[config.mk]
export PLATFORM = sky130hd
export DESIGN_NAME = playlist_tone_sequencer_flat
export DESIGN_NICKNAME = d
export VERILOG_FILES = /design/src/rtl/playlist_tone_sequencer_pkg.sv /design/src/rtl/playlist_tone_sequencer_if.sv /design/src/rtl/playlist_tone_sequencer_beat_tick_gen.sv /design/src/rtl/playlist_tone_sequencer.sv /design/src/flat_wrapper.sv
export SDC_FILE = /design/constraint.sdc
export NUM_CORES = 1
export LEC_CHECK = 0
export ABC_CLOCK_PERIOD_IN_PS = 4400
export BUFFER_PORTS_ARGS = -buffer_cell sky130_fd_sc_hd__buf_2
export CAP_MARGIN = 40
export CORE_MARGIN = 2
export CORE_UTILIZATION = 50
export CTS_CLUSTER_SIZE = 16
export DETAILED_ROUTE_END_ITERATION = 6
export PLACE_DENSITY = 0.79
export SLEW_MARGIN = 20
export SYNTH_ARGS = -nofsm -noshare
export SYNTH_HDL_FRONTEND = slang
export SYNTH_SLANG_ARGS = --single-unit
[constraint.sdc]
create_clock -name clk -period 4.4 [get_ports clk]
set_input_delay 0.88 -clock clk [delete_from_list [all_inputs] [get_ports clk]]
set_output_delay 0.88 -clock clk [all_outputs]
set_load 0.1 [all_outputs]
[src/rtl/playlist_tone_sequencer_pkg.sv]
// rtl/playlist_tone_sequencer_pkg.sv - shared types, speed codes and duty helper for the tone sequencer
// Purpose: player state enum, speed code constants, duty width and quarter-step duty helper.
// Ports: none (package).
package playlist_tone_sequencer_pkg;

   typedef enum logic [1:0] {
      STOP  = 2'd0,
      PLAY  = 2'd1,
      PAUSE = 2'd2,
      GAP   = 2'd3
   } state_e;

   localparam logic [1:0] SPEED_HALF = 2'b00;
   localparam logic [1:0] SPEED_1X   = 2'b01;
   localparam logic [1:0] SPEED_1P5X = 2'b10;
   localparam logic [1:0] SPEED_2X   = 2'b11;

   localparam int DUTY_W = 10;

   // quality 0..3 selects 1..4 quarters of full-scale duty
   function automatic logic [DUTY_W-1:0] duty_quarter(input logic [1:0] quality, input int duty_max);
      return DUTY_W'((duty_max >> 2) * (int'(quality) + 1));
   endfunction

endpackage

[src/rtl/playlist_tone_sequencer_if.sv]
// rtl/playlist_tone_sequencer_if.sv - control, tone ROM and PWM-bank signals of the tone sequencer
// Purpose: bundles the player controls, tone ROM address/data and PWM bank outputs.
// Ports: master = controller/ROM side (drives controls and ROM data), slave = sequencer.
interface playlist_tone_sequencer_if #(
   parameter int SONG_W = 2,
   parameter int NUM_CH = 2,
   parameter int FREQ_W = 32,
   parameter int BEAT_W = 8,
   parameter int DUTY_W = playlist_tone_sequencer_pkg::DUTY_W
);
   logic                     play_pause;
   logic                     next;
   logic                     prev;
   logic                     song_load;
   logic [SONG_W-1:0]        song_sel;
   logic                     repeat_en;
   logic                     mute;
   logic [1:0]               speed;
   logic [1:0]               quality;
   logic [SONG_W-1:0]        rom_song;
   logic [BEAT_W-1:0]        rom_beat;
   logic [NUM_CH*FREQ_W-1:0] rom_tone;
   logic                     rom_last;
   logic [NUM_CH*FREQ_W-1:0] tone_freq;
   logic [DUTY_W-1:0]        tone_duty;
   logic [NUM_CH-1:0]        amp_en;
   logic                     song_finished;
   logic                     playing;

   modport master (
      output play_pause, next, prev, song_load, song_sel, repeat_en, mute, speed, quality,
      output rom_tone, rom_last,
      input  rom_song, rom_beat, tone_freq, tone_duty, amp_en, song_finished, playing
   );

   modport slave (
      input  play_pause, next, prev, song_load, song_sel, repeat_en, mute, speed, quality,
      input  rom_tone, rom_last,
      output rom_song, rom_beat, tone_freq, tone_duty, amp_en, song_finished, playing
   );
endinterface

[src/rtl/playlist_tone_sequencer_beat_tick_gen.sv]
// rtl/playlist_tone_sequencer_beat_tick_gen.sv - phase accumulator beat tick generator with speed scaling
// Purpose: accumulates a speed-scaled increment; the accumulator carry is the beat tick.
// Ports: clk, reset (async high); run advances the accumulator, clear zeroes it (wins over run);
//        speed selects 0.5x/1x/1.5x/2x; tick is combinational, high in the cycle the carry occurs.
module playlist_tone_sequencer_beat_tick_gen
   import playlist_tone_sequencer_pkg::*;
#(
   parameter int ACC_W    = 32,
   parameter int BEAT_INC = 344
) (
   input  logic       clk,
   input  logic       reset,
   input  logic       run,
   input  logic       clear,
   input  logic [1:0] speed,
   output logic       tick
);
   localparam logic [ACC_W:0] INC_1X = (ACC_W+1)'(BEAT_INC);

   logic [ACC_W-1:0] acc;
   logic [ACC_W:0]   inc;
   logic [ACC_W:0]   sum;

   always_comb begin
      inc = INC_1X;
      case (speed)
         SPEED_HALF: inc = INC_1X >> 1;
         SPEED_1X:   inc = INC_1X;
         SPEED_1P5X: inc = INC_1X + (INC_1X >> 1);
         SPEED_2X:   inc = INC_1X << 1;
         default:    inc = INC_1X;
      endcase
   end

   // one extra bit so the wrap of the accumulator shows up as the carry
   assign sum  = {1'b0, acc} + inc;
   assign tick = run & sum[ACC_W];

   always_ff @(posedge clk or posedge reset) begin
      if (reset) begin
         acc <= '0;
      end else if (clear) begin
         acc <= '0;
      end else if (run) begin
         acc <= sum[ACC_W-1:0];
      end
   end
endmodule

[src/rtl/playlist_tone_sequencer.sv]
// rtl/playlist_tone_sequencer.sv - playlist sequencer stepping a tone ROM and driving the PWM bank
// Purpose: play/pause/next/prev/load/repeat playlist control, beat stepping through an external tone ROM,
//          registered tone frequency, duty and amplifier enables. Optional inter-song silence when
//          PLAYLIST_GAP_EN is defined (GAP_BEATS silent beats after an automatic song advance).
// Ports: clk, reset (async high); bus (slave modport): controls in, ROM address out / ROM data in,
//        tone_freq/tone_duty/amp_en/song_finished/playing out.
module playlist_tone_sequencer
   import playlist_tone_sequencer_pkg::*;
#(
   parameter int NUM_SONGS = 4,
   parameter int NUM_CH    = 2,
   parameter int FREQ_W    = 32,
   parameter int BEAT_W    = 8,
   parameter int ACC_W     = 32,
   parameter int BEAT_INC  = 344,
   parameter int DUTY_MAX  = 512
`ifdef PLAYLIST_GAP_EN
   ,parameter int GAP_BEATS = 4
`endif
) (
   input  logic clk,
   input  logic reset,
   playlist_tone_sequencer_if.slave bus
);
   localparam int SONG_W = $clog2(NUM_SONGS);
   localparam logic [SONG_W:0]   NUM_SONGS_V = (SONG_W+1)'(NUM_SONGS);
   localparam logic [SONG_W-1:0] LAST_SONG   = SONG_W'(NUM_SONGS - 1);

   state_e            state, state_n;
   logic [SONG_W-1:0] song, song_n, song_inc, song_dec;
   logic [BEAT_W-1:0] beat, beat_n;
   logic              fin_n;
   logic              acc_clear;
   logic              tick;
   logic              run;
   logic              end_of_song;
   logic              load_ok;

`ifdef PLAYLIST_GAP_EN
   localparam int GAP_CNT_W = (GAP_BEATS > 1) ? $clog2(GAP_BEATS) : 1;
   localparam logic [GAP_CNT_W-1:0] GAP_LAST = GAP_CNT_W'(GAP_BEATS - 1);
   logic [GAP_CNT_W-1:0] gap_cnt, gap_cnt_n;
   logic                 gap_resume, gap_resume_n;   // PAUSE was entered from (or into) GAP
`endif

   assign run      = (state == PLAY) || (state == GAP);
   assign song_inc = (song == LAST_SONG) ? '0 : song + 1'b1;
   assign song_dec = (song == '0) ? LAST_SONG : song - 1'b1;
   assign load_ok  = {1'b0, bus.song_sel} < NUM_SONGS_V;

   playlist_tone_sequencer_beat_tick_gen #(
      .ACC_W    (ACC_W),
      .BEAT_INC (BEAT_INC)
   ) u_tick (
      .clk   (clk),
      .reset (reset),
      .run   (run),
      .clear (acc_clear),
      .speed (bus.speed),
      .tick  (tick)
   );

   always_comb begin
      state_n     = state;
      song_n      = song;
      beat_n      = beat;
      fin_n       = 1'b0;
      acc_clear   = 1'b0;
      end_of_song = bus.rom_last || (beat == '1);
`ifdef PLAYLIST_GAP_EN
      gap_cnt_n    = gap_cnt;
      gap_resume_n = gap_resume;
`endif

      // song selection: load > next > prev > beat tick
      if ((bus.song_load && load_ok) || bus.next || bus.prev) begin
         if (bus.song_load && load_ok) begin
            song_n = bus.song_sel;
         end else if (bus.next) begin
            song_n = song_inc;
         end else begin
            song_n = song_dec;
         end
         beat_n    = '0;
         acc_clear = 1'b1;
`ifdef PLAYLIST_GAP_EN
         // a manual song change abandons any pending silence
         if (state == GAP) begin
            state_n = PLAY;
         end
         gap_resume_n = 1'b0;
`endif
      end else if (tick && state == PLAY) begin
         if (end_of_song) begin
            fin_n  = 1'b1;
            beat_n = '0;
            if (!bus.repeat_en) begin
               song_n    = song_inc;
               acc_clear = 1'b1;
`ifdef PLAYLIST_GAP_EN
               state_n   = GAP;
               gap_cnt_n = '0;
`endif
            end
         end else begin
            beat_n = beat + 1'b1;
         end
      end
`ifdef PLAYLIST_GAP_EN
      else if (tick && state == GAP) begin
         if (gap_cnt == GAP_LAST) begin
            state_n = PLAY;
         end else begin
            gap_cnt_n = gap_cnt + 1'b1;
         end
      end
`endif

      // play_pause combines with whatever song change happened above
      if (bus.play_pause) begin
         case (state)
            STOP:  state_n = PLAY;
            PLAY, GAP: begin
`ifdef PLAYLIST_GAP_EN
               gap_resume_n = (state_n == GAP);
`endif
               state_n = PAUSE;
            end
            PAUSE: begin
`ifdef PLAYLIST_GAP_EN
               state_n = gap_resume_n ? GAP : PLAY;
`else
               state_n = PLAY;
`endif
            end
            default: state_n = state;
         endcase
      end
   end

   always_ff @(posedge clk or posedge reset) begin
      if (reset) begin
         state <= STOP;
         song  <= '0;
         beat  <= '0;
`ifdef PLAYLIST_GAP_EN
         gap_cnt    <= '0;
         gap_resume <= 1'b0;
`endif
      end else begin
         state <= state_n;
         song  <= song_n;
         beat  <= beat_n;
`ifdef PLAYLIST_GAP_EN
         gap_cnt    <= gap_cnt_n;
         gap_resume <= gap_resume_n;
`endif
      end
   end

   // ROM data is for the current song/beat, so outputs trail a beat change by one cycle
   always_ff @(posedge clk or posedge reset) begin
      if (reset) begin
         bus.tone_freq     <= '0;
         bus.tone_duty     <= '0;
         bus.amp_en        <= '0;
         bus.song_finished <= 1'b0;
      end else begin
         bus.tone_freq     <= (state == PLAY || state == PAUSE) ? bus.rom_tone : '0;
         bus.amp_en        <= (state == PLAY && !bus.mute) ? '1 : '0;
         bus.tone_duty     <= duty_quarter(bus.quality, DUTY_MAX);
         bus.song_finished <= fin_n;
      end
   end

   assign bus.rom_song = song;
   assign bus.rom_beat = beat;
   assign bus.playing  = (state == PLAY);
endmodule

[src/flat_wrapper.sv]
// flat-port wrapper written by rule: the top's interface ports become plain ports
module playlist_tone_sequencer_flat import playlist_tone_sequencer_pkg::*;
#(
   parameter int NUM_SONGS = 4,
   parameter int NUM_CH    = 2,
   parameter int FREQ_W    = 32,
   parameter int BEAT_W    = 8,
   parameter int ACC_W     = 32,
   parameter int BEAT_INC  = 344,
   parameter int DUTY_MAX  = 512

)
  (clk, reset, bus_play_pause, bus_next, bus_prev, bus_song_load, bus_song_sel, bus_repeat_en, bus_mute, bus_speed, bus_quality, bus_rom_tone, bus_rom_last, bus_rom_song, bus_rom_beat, bus_tone_freq, bus_tone_duty, bus_amp_en, bus_song_finished, bus_playing);
  playlist_tone_sequencer_if #(.SONG_W((2)), .NUM_CH(NUM_CH), .FREQ_W(FREQ_W), .BEAT_W(BEAT_W)) bus_i ();
  input  logic clk;
  input  logic reset;
  input wire logic [$bits(bus_i.play_pause)-1:0] bus_play_pause;
  input wire logic [$bits(bus_i.next)-1:0] bus_next;
  input wire logic [$bits(bus_i.prev)-1:0] bus_prev;
  input wire logic [$bits(bus_i.song_load)-1:0] bus_song_load;
  input wire logic [$bits(bus_i.song_sel)-1:0] bus_song_sel;
  input wire logic [$bits(bus_i.repeat_en)-1:0] bus_repeat_en;
  input wire logic [$bits(bus_i.mute)-1:0] bus_mute;
  input wire logic [$bits(bus_i.speed)-1:0] bus_speed;
  input wire logic [$bits(bus_i.quality)-1:0] bus_quality;
  input wire logic [$bits(bus_i.rom_tone)-1:0] bus_rom_tone;
  input wire logic [$bits(bus_i.rom_last)-1:0] bus_rom_last;
  output wire logic [$bits(bus_i.rom_song)-1:0] bus_rom_song;
  output wire logic [$bits(bus_i.rom_beat)-1:0] bus_rom_beat;
  output wire logic [$bits(bus_i.tone_freq)-1:0] bus_tone_freq;
  output wire logic [$bits(bus_i.tone_duty)-1:0] bus_tone_duty;
  output wire logic [$bits(bus_i.amp_en)-1:0] bus_amp_en;
  output wire logic [$bits(bus_i.song_finished)-1:0] bus_song_finished;
  output wire logic [$bits(bus_i.playing)-1:0] bus_playing;
  assign bus_i.play_pause = bus_play_pause;
  assign bus_i.next = bus_next;
  assign bus_i.prev = bus_prev;
  assign bus_i.song_load = bus_song_load;
  assign bus_i.song_sel = bus_song_sel;
  assign bus_i.repeat_en = bus_repeat_en;
  assign bus_i.mute = bus_mute;
  assign bus_i.speed = bus_speed;
  assign bus_i.quality = bus_quality;
  assign bus_i.rom_tone = bus_rom_tone;
  assign bus_i.rom_last = bus_rom_last;
  assign bus_rom_song = bus_i.rom_song;
  assign bus_rom_beat = bus_i.rom_beat;
  assign bus_tone_freq = bus_i.tone_freq;
  assign bus_tone_duty = bus_i.tone_duty;
  assign bus_amp_en = bus_i.amp_en;
  assign bus_song_finished = bus_i.song_finished;
  assign bus_playing = bus_i.playing;
  playlist_tone_sequencer #(.NUM_SONGS(NUM_SONGS), .NUM_CH(NUM_CH), .FREQ_W(FREQ_W), .BEAT_W(BEAT_W), .ACC_W(ACC_W), .BEAT_INC(BEAT_INC), .DUTY_MAX(DUTY_MAX)) u_core (.clk(clk), .reset(reset), .bus(bus_i));
endmodule
Yosys cells after proc, flatten, opt, wreduce, memory -nomap -nowiden
Index checks and enable logic that the tools add are counted.

Bits in registers: 114. Word-level logic and storage cells: 64. Output and inout port bits: 88. Input bits: 79.

Reduce and logical (&&, ||, !) cells: 17. Bitwise operators: 1. Equal/unequal tests: 9. Add/sub/neg operators: 5. Muxes and demuxes: 24.

Operators with widths (count): 33-bit case mux with 4 select lines (1); 32-bit 2-to-1 mux (2); 64-bit 2-to-1 mux (1); 32-bit by 33-bit adder with 33-bit output (1); 8-bit 2-to-1 mux (3); 2-bit 2-to-1 mux (9); 2-bit equality test, second input constant (5); 8-bit by 1-bit adder with 8-bit output, second input constant (1); 8-bit equality test, second input constant (1); 1-bit 2-to-1 mux (7); 2-bit zero test (3); 2-bit nonzero test (3); 1-bit logical OR (5); 2-bit by 1-bit equality test with 1-bit output, second input constant (2); 2-bit case mux with 2 select lines (1); 2-bit OR reduction (2); 2-bit by 1-bit adder with 3-bit output, second input constant (1); 3-bit AND reduction (1); 2-bit by 1-bit adder with 2-bit output, second input constant (1); 1-bit logical AND (2); 2-bit by 1-bit != test with 1-bit output, second input constant (1); 2-bit by 1-bit subtractor with 2-bit output, second input constant (1); 1-bit bitwise AND (1); 1-bit zero test (1).

Logic depth before layout (Yosys ltp)
Depth after elaboration: 8. Gate-level depth with buffers: 13. Mapped depth without buffers: 11.

Modules after synthesis
From an unflattened synthesis, not the netlist that was laid out.

Cell total of the unflattened synthesis: 440. Area, all modules: 4971.0 µm².

Modules (own cells, without submodules): playlist_tone_sequencer (sequential area each 2026.9 µm², times used 1, cells each 233, area an instance 3027.9 µm²); playlist_tone_sequencer_beat_tick_gen (sequential area each 750.7 µm², times used 1, cells each 207, area an instance 1943.1 µm²).

Worst setup path after synthesis
No wires, ideal clock.

Path type: in2reg. Start point: in bus_speed[0]. End point: reg u_core.u_tick.acc[10]. Setup time: 122 ps. Slack: 1280 ps. Buffers on the path: 2. Required time: 4278 ps. Arrival: 2998 ps. Stages: 13. Cell sequence: inv_1 > ha_1 > or2_2 > ha_1 > inv_1 > fa_1 > nor2b_1 > o31a_1 > o211ai_1 > clkbuf_1 > buf_2 > xor2_1 > nor2_1.

Longest elaborated chain between the ends: 8. Elaborated cells on any way between the ends: 13. Classes of those cells: add/sub: 1; eq/ne: 3; mux: 5; bitwise: 1; reduce/logical: 3.

Ends and longest elaborated chain: start: declaration (line flat_wrapper.sv:24) `input wire logic [$bits(bus_i.speed)-1:0] bus_speed;`; 2-bit equality test (tied with other cells) (line playlist_tone_sequencer_beat_tick_gen.sv:26) `case (speed)`; 33-bit case mux with 4 select lines * (line playlist_tone_sequencer_beat_tick_gen.sv:26); 32-bit by 33-bit adder with 33-bit output * (line playlist_tone_sequencer_beat_tick_gen.sv:36) `assign sum = {1'b0, acc} + inc;`; 1-bit bitwise AND (line playlist_tone_sequencer_beat_tick_gen.sv:37) `assign tick = run & sum[ACC_W];`; 1-bit logical AND (line playlist_tone_sequencer.sv:93) `end else if (tick && state == PLAY) begin`; 1-bit 2-to-1 mux (line playlist_tone_sequencer.sv:93); 1-bit 2-to-1 mux (line playlist_tone_sequencer.sv:76) `if ((bus.song_load && load_ok) || bus.next || bus.prev) begin`; 32-bit 2-to-1 mux / 2-bit nonzero test (equally long branches); end signal: assignment (line playlist_tone_sequencer_beat_tick_gen.sv:45) `acc <= sum[ACC_W-1:0];`; end: declaration (line playlist_tone_sequencer_beat_tick_gen.sv:20) `logic [ACC_W-1:0] acc;`.

Every way passes the cells marked *; elsewhere a longest branch is shown, timed or not. The select of a mux whose other input is x is not followed. A chain may end at the register's enable or synchronous reset.

Worst setup path after layout
Start point: in bus_speed[1]. End point: reg u_core.song[1] (netlist: u_core.bus.rom_song[1]).

Longest elaborated chain between the ends: 7. Elaborated cells on any way between the ends: 10. Classes of those cells: add/sub: 1; eq/ne: 3; mux: 1; bitwise: 1; reduce/logical: 4.

Ends and longest elaborated chain: 2-bit equality test (tied with other cells) (line playlist_tone_sequencer_beat_tick_gen.sv:26); 33-bit case mux with 4 select lines * (line playlist_tone_sequencer_beat_tick_gen.sv:26); 32-bit by 33-bit adder with 33-bit output * (line playlist_tone_sequencer_beat_tick_gen.sv:36); 1-bit bitwise AND * (line playlist_tone_sequencer_beat_tick_gen.sv:37); 1-bit logical AND * (line playlist_tone_sequencer.sv:93); 2-bit nonzero test (no source line) *; 3-bit AND reduction (no source line) *; end signal: assignment (line playlist_tone_sequencer.sv:152) `song <= song_n;`; end: declaration (line playlist_tone_sequencer.sv:30) `logic [SONG_W-1:0] song, song_n, song_inc, song_dec;`.

Marks and branches as above.

==> summary.md <==
| Metric | Value |
|---|---|
| Clock-pin slew on the worst setup and hold paths | `about 0.11 ns` |
| CP max-delay cell | `fa_1` |
| Vias in the first global route | `a little over 4,000` |
| CP max stage delay | `about 0.38 ns` |
| Final Cycle Share | `between 70% and 80%` |
| Clock latency on the worst-skew pair | `0.37 ns` |
| Worst Setup Path Type | `in2reg` |
| Worst slew pin tran | `0.556 ns` |
| Setup total negative slack | `0 ns` |
| Setup-failing EPs final | `0` |
| Critical path, cell by cell | `buf_2 > inv_1 > ha_1 > or2_2 > ha_1 > inv_1 > fa_1 > nor2b_1 > o31a_1 > o21ai_0 > buf_4 > o31ai_4 > buf_4 > mux2i_1` |
| WL final | `10.9 mm` |
| Die area | `around 11,000 um2` |
| # DRC | `0` |
| Sequential share of the synthesized area | `a little under three fifths` |
| Layout cell share with drive strength beyond 1 | `31.0%` |
| WL met1 | `4.33 mm` |
| Nature of the critical path endpoint | `register` |
| Register bit total from synthesis | `111` |
| Diodes inserted | `0` |
| Vert. Die Dim | `104 um` |
| Setup bufs post-CTS | `0` |
| Worst r2r path cells | `10` |
| Core footprint | `9730 um2` |
| Final hold violation count | `0` |
| Final Util | `63.1%` |
| Resize count post-CTS | `0` |
| Number of DRC markers in iteration 0 | `about 250` |
| Vias per cell | `5.20` |
| Arrival time worst endpoint | `about 3.6 ns` |
| Met2 WL | `between 5 and 6 mm` |
| Post-route ant nets | `0` |
| Post-synth EDFFs | `0` |
| Maximum clock rate | `301 MHz` |
| Hold buffers post-CTS | `0` |
| Slew HR | `62.8%` |
| Synthesized area per cell | `10.8 um2` |
| Critical Path Start Type | `input port` |
| Drt wl/cell | `14.4 um` |
| Critical Path Stages | `14` |
| Netlist cell types | `45` |
| FF+latch area | `between 2000 and 3000 um2` |
| Gr ovfl total | `0` |
| Die width | `104 um` |
| TritonRoute pass-1 iters | `4` |
| Root buf cell | `clkbuf_8` |
| RSZ-0062 raised after global routing | `no` |
| Synthesis Warnings | `0` |
| Max Clock Skew | `about 0.017 ns` |
| Number of buffers added on ports | `159` |
| Ys flop type | `dfrtp_1` |
| Worst EP required | `4.69 ns` |
| Outcome | `complete, no violations` |
| Post-DP HPWL | `just over 8 mm` |
| Largest net degree at the start of global routing | `65` |
| CP top delay family | `buffers and inverters` |
| CTS sink count | `between 100 and 150` |
| Top Metal Used | `met4` |
| Initial core utilization | `51.1%` |
| Ports | `between 150 and 200` |
| Final Net Count | `718` |
| Vias | `3,932` |
| CTS Buf Count | `9` |
| CTS tree | `yes` |
| Area of the mapped netlist | `4970 um2` |
| Worst hold-check path type | `in2async` |
| Gate count of the mapped netlist | `460` |
| MaxCap Viol Count | `0` |
| Area grow syn2layout | `23.4%` |
| First-pass GRT wire length | `18.6 mm` |
| Async S/R FF share, synth | `100%` |
| GRT Overall Usage | `21.2%` |
| Initial antenna violation count | `0` |
| Clock buffer depth | `2` |
| Footprint of the multi-input gates | `2030 um2` |
| DR WL met3 | `approximately 830 um` |
| RD Place Congestion | `around 0.85` |
| # rows | `36` |
| Slew Viols, Final | `0` |
| Fillers | `approximately 780` |
| CP Max Fanout | `29` |
| H-tree Lvls | `3` |
| Buf+Inv Stages, Crit Path | `5` |
| Tmin final | `3.32 ns` |
## worst register-to-register path: stages (launching register included)
cell and delay, ns:
dfrtp_1 0.37, ha_1 0.20, inv_1 0.06, fa_1 0.38, nor2b_1 0.21, o31a_1 0.23, o21ai_0 0.11, buf_4 0.18
o31ai_4 0.24, buf_4 0.35, mux2i_1 0.24
## layer usage
layer | up-vias | track usage (%)
met2 | 118 | 37.0
met4 | 0 | 7.05
li1 | 1901 | -
met3 | 15 | 6.86
met5 | - | 0
met1 | 1898 | 24.7
## flip-flops by register name, indices dropped and copies added, names as in the netlist
| register | cells |
|---|---|
| u_core.state | 2 |
| u_core.bus.rom_song | 2 |
| u_core.bus.tone_duty | 3 |
| u_core.u_tick.acc | 30 |
| u_core.bus.rom_beat | 8 |
| u_core.bus.song_finished | 1 |
| u_core.bus.amp_en | 1 |
| u_core.bus.tone_freq | 64 |
## cell families after synthesis
logic type                 share of synthesized area, %
and+or+nand+nor                                    21.3
adders and majority gates                          5.44
buffers and inverters                              4.00
other                                            0.0754
xor gates and xnor gates                           1.06
AOI/OAI and AO/OA                                  11.1
DFF                                                55.9
muxes                                              1.21
## cells in the mapped netlist, types with 2 or more instances
library cell	number	area share, %
or3_1	10	1.3
nor3_1	10	1.0
dfrtp_1	111	56
o311ai_0	5	0.88
or4_1	10	1.5
xor2_1	4	0.70
xnor2_1	2	0.35
a21oi_1	31	3.1
nand3_1	14	1.4
and2_1	64	8.1
buf_2	3	0.30
a21o_1	2	0.30
or2_2	2	0.25
nor2b_1	5	0.63
ha_1	20	5.0
inv_1	13	0.98
o211ai_1	6	0.91
clkbuf_1	13	0.98
o21a_1	3	0.45
and4_1	3	0.53
a211oi_1	3	0.45
nand3b_1	2	0.30
buf_4	10	1.5
nand4_1	6	0.75
a31oi_1	2	0.25
nor2_1	21	1.6
mux2i_1	6	1.2
nor4_1	2	0.25
nand2_1	23	1.7
o21ai_0	21	2.1
and3_1	7	0.88
nand2b_1	2	0.25
o31ai_1	12	1.8
## path summary, 6_finish.rpt
| check | start | endpoint | slack (ns) |
|---|---|---|---|
| max reg2reg | u_core.u_tick.acc[2] | u_core.bus.rom_song[1] | 1.76 |
| min reg2reg | u_core.u_tick.acc[2] | u_core.u_tick.acc[2] | 0.54 |
| max in group asynchronous | reset | u_core.state[1] | 3.14 |
| max | bus_speed[1] | u_core.bus.rom_song[1] | 1.08 |
| min in group clk | u_core.u_tick.acc[2] | u_core.u_tick.acc[2] | 0.54 |
| min | reset | u_core.bus.tone_freq[16] | 0.37 |
## stage by stage
stage | instance area (um2) | setup slack (ns) | std cells | hold WS (ns)
4_1_cts | 6110 | 1.06 | 755 | 0.539
3_5_place_dp | 5880 | 0.652 | 739 | 0.525
6_report | 6140 | 1.08 | 756 | 0.369
3_3_place_gp | 5880 | 0.856 | 739 | 0.519
5_1_grt | 6140 | 0.863 | 756 | 0.350
2_1_floorplan | 4990 | 0.589 | 466 | 0.490
## cell type report
cell class,count,area share [%]
Tap cell,133,2.71
Clock buffer,9,2.02
Multi-Input combinational cell,315,33.1
Clock inverter,7,1.65
Inverter,13,0.836
Timing Repair Buffer,168,14.4
Sequential cell,111,45.3
## layout by cell type (no fill, tap or decap), types with 11 or more instances in the layout
cell     netlist  final
a21oi_1       31     31
and2_1        64     64
buf_2          3    159
dfrtp_1      111    111
ha_1          20     20
inv_1         13     12
nand2_1       23     23
nand3_1       14     14
nor2_1        21     21
o21ai_0       21     21
o31ai_1       12     11
Power is left out: the tool's default activity adds up to more than one toggle a clock period on the data nets, which glitch-free logic cannot reach.
